[src/rtl/pipelined_cpa.sv]
// Segmented carry-propagate adder. Each stage adds SEG bits and passes its
// carry on. Every stage register rotates right by SEG, so the unconsumed
// operand bits move down and the finished sum slices fill in from the top.
// Optional macro PIPELINED_CPA_OVF_EN adds a signed-overflow flag. The
// operand MSBs travel through the pipeline alongside the data.
module pipelined_cpa #(
  parameter int unsigned WIDTH = 16,
  parameter int unsigned SEG   = 4
) (
  input  logic             clk,
  input  logic             rst_n,
  input  logic             in_valid,
  output logic             in_ready,
  input  logic [WIDTH-1:0] a,
  input  logic [WIDTH-1:0] b,
  input  logic             cin,
  output logic             out_valid,
  input  logic             out_ready,
  output logic [WIDTH-1:0] sum,
  output logic             cout,
  output logic             ovf
);

  localparam int unsigned SEG_NZ = (SEG == 0) ? 1 : SEG;
  localparam int unsigned NSEG   = (WIDTH / SEG_NZ == 0) ? 1 : WIDTH / SEG_NZ;

  // Reject geometries that cannot be split into whole segments
  if ((WIDTH < 1) || (SEG < 1) || ((WIDTH % SEG_NZ) != 0)) begin : g_bad_cfg
    $error("pipelined_cpa: WIDTH must be a positive multiple of SEG");
  end

  logic [WIDTH-1:0] x_in [NSEG];
  logic [WIDTH-1:0] y_in [NSEG];
  logic             c_in [NSEG];
  logic             v_in [NSEG];

  logic [WIDTH-1:0] x_d  [NSEG];
  logic [WIDTH-1:0] y_d  [NSEG];
  logic             c_d  [NSEG];

  logic [WIDTH-1:0] x_q  [NSEG];
  logic [WIDTH-1:0] y_q  [NSEG];
  logic             c_q  [NSEG];
  logic             v_q  [NSEG];

  logic [SEG:0]     slice;
  logic             adv;

  // Whole pipeline moves only when the output slot is free or being drained
  assign adv      = !v_q[NSEG-1] || out_ready;
  assign in_ready = adv;

  // Stage k reads the primary inputs for k=0, otherwise stage k-1's registers
  always_comb begin
    x_in[0] = a;
    y_in[0] = b;
    c_in[0] = cin;
    v_in[0] = in_valid;
    for (int k = 1; k < int'(NSEG); k++) begin
      x_in[k] = x_q[k-1];
      y_in[k] = y_q[k-1];
      c_in[k] = c_q[k-1];
      v_in[k] = v_q[k-1];
    end
  end

  // Per-stage SEG-bit add; the result slice is rotated in at the top
  always_comb begin
    slice = '0;
    x_d   = '{default: '0};
    y_d   = '{default: '0};
    c_d   = '{default: 1'b0};
    for (int k = 0; k < int'(NSEG); k++) begin
      slice  = {1'b0, x_in[k][SEG-1:0]} + {1'b0, y_in[k][SEG-1:0]}
             + (SEG+1)'(c_in[k]);
      x_d[k] = (x_in[k] >> SEG) | (WIDTH'(slice[SEG-1:0]) << (WIDTH - SEG));
      y_d[k] = y_in[k] >> SEG;
      c_d[k] = slice[SEG];
    end
  end

  // Stage registers; a held output freezes every stage
  always_ff @(posedge clk or negedge rst_n) begin
    if (!rst_n) begin
      for (int k = 0; k < int'(NSEG); k++) begin
        x_q[k] <= '0;
        y_q[k] <= '0;
        c_q[k] <= 1'b0;
        v_q[k] <= 1'b0;
      end
    end else if (adv) begin
      for (int k = 0; k < int'(NSEG); k++) begin
        x_q[k] <= x_d[k];
        y_q[k] <= y_d[k];
        c_q[k] <= c_d[k];
        v_q[k] <= v_in[k];
      end
    end
  end

  assign out_valid = v_q[NSEG-1];
  assign sum       = x_q[NSEG-1];
  assign cout      = c_q[NSEG-1];

`ifdef PIPELINED_CPA_OVF_EN
  logic am_in [NSEG];
  logic bm_in [NSEG];
  logic am_q  [NSEG];
  logic bm_q  [NSEG];

  // Operand sign bits follow their transaction through the stages
  always_comb begin
    am_in[0] = a[WIDTH-1];
    bm_in[0] = b[WIDTH-1];
    for (int k = 1; k < int'(NSEG); k++) begin
      am_in[k] = am_q[k-1];
      bm_in[k] = bm_q[k-1];
    end
  end

  // Sign-bit pipeline registers, stalled together with the data
  always_ff @(posedge clk or negedge rst_n) begin
    if (!rst_n) begin
      for (int k = 0; k < int'(NSEG); k++) begin
        am_q[k] <= 1'b0;
        bm_q[k] <= 1'b0;
      end
    end else if (adv) begin
      for (int k = 0; k < int'(NSEG); k++) begin
        am_q[k] <= am_in[k];
        bm_q[k] <= bm_in[k];
      end
    end
  end

  assign ovf = (am_q[NSEG-1] == bm_q[NSEG-1]) && (sum[WIDTH-1] != am_q[NSEG-1]);
`else
  assign ovf = 1'b0;
`endif

endmodule

[config.mk]
export PLATFORM = sky130hd
export DESIGN_NAME = pipelined_cpa
export DESIGN_NICKNAME = d
export VERILOG_FILES = /design/src/rtl/pipelined_cpa.sv
export SDC_FILE = /design/constraint.sdc
export NUM_CORES = 1
export LEC_CHECK = 0
export CORE_MARGIN = 3
export CORE_UTILIZATION = 49
export DETAILED_ROUTE_END_ITERATION = 7
export GPL_TIMING_DRIVEN = 0
export PLACE_DENSITY = 0.75
export SLEW_MARGIN = 15
export SYNTH_ARGS = -nofsm -noshare
export SYNTH_HDL_FRONTEND = slang
export SYNTH_SLANG_ARGS = --single-unit
[constraint.sdc]
create_clock -name clk -period 1.7 [get_ports clk]
set_input_delay 0.34 -clock clk [delete_from_list [all_inputs] [get_ports clk]]
set_output_delay 0.34 -clock clk [all_outputs]
set_load 0.01 [all_outputs]
==> impl_metrics.csv <==
group,metric,value,unit
place,port_buffers,55,
clock_tree,cts_tree,"done",
global_routing,antenna_found_initial,0,
logic_synthesis,syn-instance-count,449,
global_routing,grt_max_degree,63,
pwr,powerDensity,1700,nW/um2
sta,period_needed,1.71,ns
logic_synthesis,synth_top_family_by_area,"simple AND/OR/NAND/NOR gates",
sta,fmax,0.585,GHz
logic_synthesis,synth_compound_area_share,4.92,%
sta,setup_viol,1,
sta,finClkSkew,0.0136,ns
die,die_y,97.7,um
sta,setup_ws,-0.00854,ns
setup_path,critPathLaunchType,"flip-flop",
finish,area_growth,23.9,%
place,place_ws,-0.521,ns
global_routing,grt_pass1_vias,3007,
pwr,leakage,2.66,nW
drt,initialDrtViolationCount,140,
place,dp_hpwl,5860,um
drt,routed.top_layer,"met4",
global_routing,grt_pass1_wl,13800,um
clock_tree,clock_path_buffers,2,
setup_path,cp.arrival,1.96,ns
logic_synthesis,synth_xor_area_share,0.850,%
setup_path,critPathCaptureType,"flip-flop",
finish,antenna_cells,0,
setup_path,worstPathMaxFanout,2,
finish,drive_gt1_share,10.8,%
setup_path,cp.required,1.95,ns
drt,met1_length,3700,um
finish,regArea,2400,um2
setup_path,slowest_stage,"dfrtp_1",
logic_synthesis,syn_avg_cell_area,9.18,um2
worst_hold_path,min-delay-path-class,"in2reg",
outcome,violations,"setup timing",
drt,drt-vias-per-instance,4.83,
drt,wl,8200,um
drt,dr.pass1.iters,4,
sta,hold_viol,0,
finish,instances_no_fill,629,
logic_synthesis,yosysWarningCount,0,
finish,n_fill_cell,682,
global_routing,grt.overflow.total,0,
drt,met2RoutedLength,3990,um
finish,multi_input_area,1560,um2
place,placed_cells,607,
logic_synthesis,synth.mux.area_fraction,0,%
setup_path,worstSetupPathType,"reg2reg",
clock_tree,numClockSinks,96,
sta,rsz0062_at_grt,"yes",
sta,fin_crit_sh,101,%
die,die_w,97.7,um
clock_tree,clk_pin_slew,0.09,ns
die,dieArea,9550,um2
drt,ant_nets,0,
setup_path,cp_slowest_stage_delay,0.41,ns
logic_synthesis,synth.distinct_cells,22,
clock_tree,numCtsBuffers,9,
logic_synthesis,seq_area_frac_synth,58.3,%
logic_synthesis,syn_area,4120,um2
logic_synthesis,synthAdderAreaFrac,7.53,%
finish,utilization,64.4,%
drt,num_vias,3036,
logic_synthesis,synth_nets,506,
drt,dr_wl_met3,449,um
setup_path,crit_top_cell,"fa_2",
die,io_pins,57,
place,routabilityCongestion,0.790,
clock_tree,root_buffer,"clkbuf_8",
clock_tree,htree_levels,3,
global_routing,track_usage,18.3,%
clock_tree,insertion_delay,0.36,ns
pwr,vdd_drop_max,0.000717,V
die,rows,32,
logic_synthesis,yosys.area_share.simple,24.0,%
die,start_util,52.0,%
sta,final_max_slew_viol_count,0,
job,maxCapViolations,0,
drt,drc_errors,0,
die,fp.coreArea,7930,um2
logic_synthesis,synth-seq-cells,96,
sta,timing.hold.ws,0.452,ns
outcome,status,"finished, violations left",
finish,nets,579,
setup_path,crit_chain,"fa_2, fa_2, a21o_1, a21oi_2, a21oi_1",
drt,routedWlPerCell,13.0,um
sta,tns,-0.00854,ns
## per-stage QoR
stage	total power, mW	cell area [um2]
after floorplan	5.85	4130
after global placement	6.95	4800
after detailed placement	7.12	4830
after CTS	8.67	5070
after global routing	9.38	5110
final	8.67	5110
## cells in the mapped netlist
cell / n / area, um2
buf_2: 18 / 90.1
buf_6: 1 / 11.3
a21o_1: 4 / 30.0
o21a_1: 2 / 15.0
nor3_1: 1 / 5.00
o31ai_2: 1 / 12.5
fa_1: 8 / 160
inv_2: 1 / 3.75
ha_1: 12 / 150
nor2b_1: 3 / 18.8
xnor2_1: 1 / 8.76
xor2_1: 3 / 26.3
conb_1: 1 / 3.75
buf_4: 3 / 22.5
o21ai_0: 17 / 85.1
inv_1: 14 / 52.6
nor2b_4: 2 / 27.5
nor2_1: 11 / 41.3
a21oi_1: 12 / 60.1
nand2b_1: 1 / 6.26
dfrtp_1: 96 / 2400
nand2_1: 237 / 890
## worst max-delay path, delay by kind of cell, from the launching register on
| kind | cells | cell delay (ns) |
|---|---|---|
| adders and majority gates | 2 | 0.77 |
| AOI/OAI and AO/OA | 3 | 0.43 |
| DFF | 1 | 0.41 |
## flip-flops by register name (all words and copies together) (netlist names)
name       cells
sum           16
y_d           12
cout           1
v_in           3
x_in          48
out_valid      1
c_in           3
y_in          12
## layer usage
metal | vias up | track usage, %
met5 | - | 0
met2 | 61 | 30.8
met4 | 0 | 4.47
li1 | 1526 | -
met1 | 1445 | 23.7
met3 | 4 | 4.95
## power breakdown
part | internal (mW) | leakage, nW | total, mW | switching [mW]
Sequential | 3.28 | 1.16 | 3.85 | 0.575
Clock | 0.718 | 0.0993 | 1.48 | 0.760
Combinational | 1.57 | 1.40 | 3.34 | 1.77
Total | 5.56 | 2.66 | 8.67 | 3.11
## final cells by class
class / count / share of cell area [%]
sequential: 96 / 47.0
inverter: 15 / 1.10
buffer: 21 / 2.50
clock inverter: 5 / 1.10
timing repair buffer: 63 / 12.4
multi-input combinational: 316 / 30.6
tap: 102 / 2.50
clock buffer: 11 / 2.77
## repair_timing
item	in CTS	in global routing
gates resized for setup	9	7
hold endpoints to repair	34	0
pin swaps	1	4
endpoints found under the setup margin	4	7
setup buffers	2	4
hold buffers	1	0
## final timing paths
check                      cells after the start  slack (ns)  endpoint     from
max                                            5      -0.009      cout  x_in[0]
min                                            4        0.45  x_in[44]     a[0]
max reg2reg                                    5      -0.009      cout  x_in[0]
min reg2reg                                    2        0.47    sum[6]   sum[6]
max in group asynchronous                      3        0.58  x_in[20]    rst_n
min in group asynchronous                      2        0.48  y_in[33]    rst_n
## cells in the final DEF (no fill, tap or decap), drive strengths merged, types with 2 or more instances in the layout
master           n
a21oi           12
nand2          237
clkbuf          11
o21a             2
o21ai           17
fa               8
xor2             3
ha              12
clkdlybuf4s50   52
inv             15
clkinv           3
nor2            11
a21o             4
buf             29
dfrtp           96
nor2b            5
## kinds of logic (layout without fill, tap and decap cells)
| logic type | Yosys count | count (layout) |
|---|---|---|
| XOR/XNOR | 4 | 4 |
| flip-flops | 96 | 96 |
| other | 1 | 1 |
| adder cells (fa/ha/maj) | 20 | 20 |
| AO/OA/AOI/OAI | 36 | 36 |
| buffers and inverters | 37 | 115 |
| AND/OR/NAND/NOR | 255 | 255 |
Note: power is estimated with default switching activity, not from simulation.
